$ cat src/rtl/pc_branch_unit_pkg.sv
// rtl/pc_branch_unit_pkg.sv - shared types, widths, LUT contents and condition evaluation
// Purpose: definitions shared by the PC/branch unit and its optional target LUT.
//   cond_mne    : 3-bit branch condition code
//   run_state_t : run-control FSM states
//   flags_t     : registered ALU flags {z,p,o,c}
//   PC_LUT_ROM  : absolute branch targets used when PC_LUT_EN is defined
package pc_branch_unit_pkg;

  localparam int PC_W  = 10;
  localparam int OFF_W = 6;

  typedef enum logic [2:0] {
    COND_ALW = 3'd0,
    COND_EQ  = 3'd1,
    COND_NE  = 3'd2,
    COND_PAR = 3'd3,
    COND_ODD = 3'd4,
    COND_CS  = 3'd5,
    COND_CC  = 3'd6,
    COND_NEV = 3'd7
  } cond_mne;

  typedef enum logic [1:0] {
    IDLE = 2'd0,
    RUN  = 2'd1,
    HALT = 2'd2
  } run_state_t;

  typedef struct packed {
    logic z;
    logic p;
    logic o;
    logic c;
  } flags_t;

  localparam logic [PC_W-1:0] PC_LUT_ROM [16] = '{
    10'd0,   10'd100, 10'd150, 10'd200,
    10'd250, 10'd300, 10'd350, 10'd400,
    10'd450, 10'd500, 10'd550, 10'd600,
    10'd650, 10'd700, 10'd750, 10'd1023
  };

  function automatic logic cond_eval(input cond_mne cond, input flags_t f);
    logic hit;
    hit = 1'b0;
    case (cond)
      COND_ALW: hit = 1'b1;
      COND_EQ:  hit = f.z;
      COND_NE:  hit = ~f.z;
      COND_PAR: hit = f.p;
      COND_ODD: hit = f.o;
      COND_CS:  hit = f.c;
      COND_CC:  hit = ~f.c;
      COND_NEV: hit = 1'b0;
      default:  hit = 1'b0;
    endcase
    return hit;
  endfunction

endpackage

$ cat src/rtl/pc_branch_unit_lut.sv
// rtl/pc_branch_unit_lut.sv - 16-entry absolute branch target ROM (built only with PC_LUT_EN)
// Purpose: combinational lookup of an absolute PC from a 4-bit index.
//   idx  in  4     table index (Target[3:0])
//   addr out PC_W  absolute branch target
`ifdef PC_LUT_EN
module pc_lut
  import pc_branch_unit_pkg::*;
(
  input  logic [3:0]      idx,
  output logic [PC_W-1:0] addr
);

  assign addr = PC_LUT_ROM[idx];

endmodule
`endif

$ cat src/rtl/pc_branch_unit.sv
// rtl/pc_branch_unit.sv - program counter, flag register, branch resolution and run control
// Purpose: latches ALU flags, resolves conditional branches against the registered
// flags and sequences IDLE/RUN/HALT with the test harness.
// Build option: PC_LUT_EN selects absolute LUT targets instead of signed relative offsets.
// Ports:
//   Clk, Reset                     clock, synchronous active-high reset
//   Start, Halt, Stall             run control and PC hold
//   FlagWr, ZeroIn..CarryIn        flag capture strobe and ALU flag inputs
//   BranchEn, BranchCond, Target   branch decode fields
//   ProgCtr                        current instruction address
//   Running, Done                  state decodes of RUN and HALT
//   Taken                          combinational branch-taken indication
module pc_branch_unit
  import pc_branch_unit_pkg::*;
#(
  parameter int PCW  = PC_W,
  parameter int OFFW = OFF_W
) (
  input  logic            Clk,
  input  logic            Reset,
  input  logic            Start,
  input  logic            Halt,
  input  logic            Stall,
  input  logic            FlagWr,
  input  logic            ZeroIn,
  input  logic            ParityIn,
  input  logic            OddIn,
  input  logic            CarryIn,
  input  logic            BranchEn,
  input  logic [2:0]      BranchCond,
  input  logic [OFFW-1:0] Target,
  output logic [PCW-1:0]  ProgCtr,
  output logic            Running,
  output logic            Done,
  output logic            Taken
);

  run_state_t       state, state_next;
  logic [PCW-1:0]   pc, pc_next;
  flags_t           flags, flags_next;
  logic [PCW-1:0]   target_pc;

`ifdef PC_LUT_EN
  logic [PC_W-1:0] lut_addr;
  logic            unused_target_hi;

  // Only the low nibble selects an entry; upper field bits carry no meaning here.
  assign unused_target_hi = ^Target[OFFW-1:4];

  pc_lut u_pc_lut (
    .idx  (Target[3:0]),
    .addr (lut_addr)
  );

  assign target_pc = PCW'(lut_addr);
`else
  // Relative branch: sign-extend the offset; the add wraps modulo 2^PCW.
  assign target_pc = pc + {{(PCW-OFFW){Target[OFFW-1]}}, Target};
`endif

  // Conditions read the registered flags, so a same-cycle FlagWr is not visible yet.
  assign Taken = BranchEn & (state == RUN) & cond_eval(cond_mne'(BranchCond), flags);

  always_ff @(posedge Clk) begin
    if (Reset) begin
      state <= IDLE;
      pc    <= '0;
      flags <= '0;
    end else begin
      state <= state_next;
      pc    <= pc_next;
      flags <= flags_next;
    end
  end

  always_comb begin
    state_next = state;
    pc_next    = pc;
    flags_next = flags;
    case (state)
      IDLE, HALT: begin
        if (Start) begin
          state_next = RUN;
          pc_next    = '0;
          flags_next = '0;
        end
      end
      RUN: begin
        if (FlagWr) begin
          flags_next = '{z: ZeroIn, p: ParityIn, o: OddIn, c: CarryIn};
        end
        // Halt and Stall both freeze the PC; a branch presented with either is dropped.
        if (Halt) begin
          state_next = HALT;
          pc_next    = pc;
        end else if (Stall) begin
          pc_next = pc;
        end else if (Taken) begin
          pc_next = target_pc;
        end else begin
          pc_next = pc + 1'b1;
        end
      end
      default: begin
        state_next = IDLE;
        pc_next    = '0;
        flags_next = '0;
      end
    endcase
  end

  assign ProgCtr = pc;
  assign Running = (state == RUN);
  assign Done    = (state == HALT);

endmodule

$ cat config.mk
export PLATFORM = sky130hd
export DESIGN_NAME = pc_branch_unit
export DESIGN_NICKNAME = d
export VERILOG_FILES = /design/src/rtl/pc_branch_unit_pkg.sv /design/src/rtl/pc_branch_unit_lut.sv /design/src/rtl/pc_branch_unit.sv
export SDC_FILE = /design/constraint.sdc
export NUM_CORES = 1
export LEC_CHECK = 0
export CORE_MARGIN = 1.5
export CORE_UTILIZATION = 40
export DETAILED_ROUTE_END_ITERATION = 10
export PLACE_DENSITY = 0.69
export SYNTH_ARGS = -nofsm -noshare
export SYNTH_HDL_FRONTEND = slang
export SYNTH_SLANG_ARGS = --single-unit
$ cat constraint.sdc
create_clock -name Clk -period 4.6 [get_ports Clk]
set_clock_uncertainty 0.1 [all_clocks]
set_input_delay 0.92 -clock Clk [delete_from_list [all_inputs] [get_ports Clk]]
set_output_delay 0.92 -clock Clk [all_outputs]
set_load 0.05 [all_outputs]
==> summary.txt <==
Synth
  • Ys flop type: dfxtp_1
  • Yosys top cell by area: dfxtp_1
  • Ranking of synthesized cells by area: dfxtp_1, ha_1, nor2_1
  • Syn_nets: 163
  • Synthesized flop and latch total: 16
  • Number of synthesized flops with an enable pin: 0
  • Register area share after synthesis: 28.7%
  • FFs w/ async S/R, synth: 0%
  • Synth warn: 0
  • Mapped Avg Cell Area: 8.39 um^2
  • Post-synth top cells: nor2_1, dfxtp_1, a21oi_1, ha_1, nand2_1
  • Share of the synthesized area in the top cell type: 28.7%
  • Post-Syn Instances: 133
  • Post-synthesis cell type count: 39
  • Most frequent cell after synthesis: nor2_1
  • Syn Std Cell Area: 0.00112 mm^2

Finish
  • Util after Layout: 57.8%
  • Number of fill cells: 259
  • Register area: 320 um^2
  • Multi-input logic area: 761 um^2
  • Antenna Cells: 0
  • Layout net count: 198
  • Share of cells above drive strength 1: 7.83%
  • Final Instance Area: 0.00149 mm^2
  • Synthesis-to-finish area growth: 33.1%

Power
  • LEAKAGE: 0.558 nW
  • Cell-internal power: 0.000198 W
  • Switching share of power: 27.8%
  • Combinational Power Share: 20.9%
  • Clock network fraction of design power: 27.1%
  • Sequential group share of total power: 52.0%
  • Net Sw Power: 0.0000765 W
  • Power Density: 185 mW/mm^2
  • Max IR drop VDD: 0.143 mV

Die
  • Row count: 18
  • IO Pins: 33
  • Initial Utilization: 43.5%
  • Die area: 0.00312 mm^2
  • Die Y: 55.8 um
  • Core ar.: 0.00257 mm^2
  • Die X: 55.8 um

Setup path
  • Critical Path AT: 4.35 ns
  • Worst R2R Path Depth: 11
  • CP max FO: 9
  • Crit path kind: in2reg
  • R2r setup slk: 1.17 ns
  • Worst Setup End Kind: flop
  • Worst setup SP type: input pin
  • R2R Path Start: flags[3]
  • CP required: 4.68 ns
  • RR Endpoint: ProgCtr[9]

Run status
  • Status: finished clean

Global routing
  • GR Util met1: 25.0%
  • Vias in the first global route: 1014
  • First-pass GRT wire length: 4.49 mm
  • Routing usage on met2: 27.6%
  • Gr busiest metal: met2
  • Met3 track utilization from global routing: 3.26%
  • Initial antenna violation count: 0
  • Largest net degree at the start of global routing: 16
  • GRT Total Usage: 17.7%
  • GR Overflow Total: 0

Timing
  • Rel. slew slack: 54.5%
  • Fin worst setup slack: 0.335 ns
  • Final clock period utilization by the worst path: 92.7%
  • Hold Fails Final Rpt: 0
  • FMAX: 0.234 GHz
  • Worst-Margin Slew: 0.683 ns
  • Setup TNS: 0 ns
  • Final Max Slew Viols: 0
  • Period minus WS final: 4.27 ns
  • Unrepaired setup endpoints after global routing: no
  • Count of final setup violators: 0
  • Hold_ws: 0.363 ns

Placed design
  • Area after DPL: 0.00146 mm^2
  • Pre-CTS setup slack: 0.0748 ns
  • Port bufs: 32
  • Dpl hpwl: 2.07 mm
  • GP Congestion: 0.843

Clocking
  • Sink Count: 16
  • Reg clk slew, reported paths: 0.10 ns
  • PostCTS Resize Cnt: 0
  • CTS Root Cell: clkbuf_4
  • CTS tree: done
  • Clock Tree Buf Depth: 2
  • Htree depth: 1
  • CTS Buf Count: 3
  • Post-CTS setup buffers: 0
  • Clock insertion delay at the later pin of the skew report: 0.28 ns
  • CTS Hold Bufs: 0

Hold path
  • HP Start: flags[2]
  • Hold depth: 2
  • HP Class: reg2reg
  • Min-Delay Endpoint: flags[2]

Flow run
  • Total of max-cap violations: 0

Drt
  • TritonRoute pass-1 iters: 4
  • DRT Wirelength: 2.65 mm
  • 1st-iter DRT viols: 19
  • DR vias: 1058
  • Vias/cell: 5.40
  • Routed len/inst: 13.5 um
  • Drt drc: 0
  • Post-detailed-route count of antenna-violating nets: 0
==> cells in the final DEF, fill, tap and decap left out, types with 3 or more instances in the layout <==
master	synthesis	final
a22oi_1	5	5
inv_1	6	6
clkdlybuf4s50_1	0	31
nor2b_1	6	6
xnor2_1	4	4
dfxtp_1	16	16
o22ai_1	3	3
o21ai_0	6	6
and2_2	4	4
nand3_1	5	5
or2b_1	3	3
nand2_1	9	9
ha_1	9	9
nor2_1	18	18
clkbuf_4	0	3
a21oi_1	12	12
==> per-stage QoR <==
| stage | cells | total power (W) |
|---|---|---|
| 5_1_grt | 196 | 0.000291 |
| 3_3_place_gp | 193 | 0.000203 |
| 3_5_place_dp | 193 | 0.000204 |
| 6_report | 196 | 0.000275 |
| 4_1_cts | 196 | 0.000278 |
| 2_1_floorplan | 133 | 0.000176 |
==> routing by layer <==
| metal | vias up | part of all wire [%] |
|---|---|---|
| met5 | - | 0 |
| met4 | 0 | 0.57 |
| met3 | 2 | 4.0 |
| met2 | 19 | 47 |
| met1 | 492 | 48 |
| li1 | 545 | - |
==> layout make-up <==
class,instances,share of cell area (%)
multi-input combinational,108,51.2
sequential,16,21.6
timing repair buffer,32,21.4
tap,30,2.53
inverter,7,1.77
clock buffer,3,1.52
==> how the worst max path moves through the flow <==
stage / from / to / cells after the start
floorplan: BranchCond[0] / ProgCtr[9] / 11
global placement: BranchCond[0] / ProgCtr[9] / 12
detailed placement: BranchCond[0] / ProgCtr[9] / 12
CTS: BranchCond[0] / ProgCtr[9] / 12
global route: BranchCond[0] / ProgCtr[9] / 12
finish: BranchCond[0] / ProgCtr[9] / 12
==> kinds of logic (layout without fill, tap and decap cells) <==
family / count (synthesis) / after routing / share of synthesized area [%]
AOI/OAI and AO/OA: 40 / 40 / 27.8
and+or+nand+nor: 53 / 53 / 24.6
adders and majority gates: 10 / 10 / 11.9
DFF: 16 / 16 / 28.7
buffers and inverters: 9 / 42 / 3.14
xor gates and xnor gates: 5 / 5 / 3.92
==> worst max-delay path: stages <==
cell             delay [ns]
clkdlybuf4s50_1        0.52
and3b_1                0.19
or3_4                  0.38
a211oi_4               0.49
and2_2                 0.29
ha_1                   0.29
o21ai_0                0.25
o21ai_0                0.13
a41oi_1                0.37
o211ai_4               0.13
a31o_1                 0.23
a21o_1                 0.16
==> power by group through the flow <==
stage / registers [W] / logic, W / clock network [W]
floorplan: 0.000147 / 0.0000292 / 0
finish: 0.000143 / 0.0000575 / 0.0000744
global route: 0.000143 / 0.0000624 / 0.0000850
global placement: 0.000146 / 0.0000569 / 0
detailed placement: 0.000146 / 0.0000577 / 0
CTS: 0.000143 / 0.0000580 / 0.0000777
==> sequential cells by signal (all words and copies together) (netlist names) <==
name,cells
ProgCtr,10
flags,4
state,2
No activity file was read; power rests on OpenSTA's default activity.
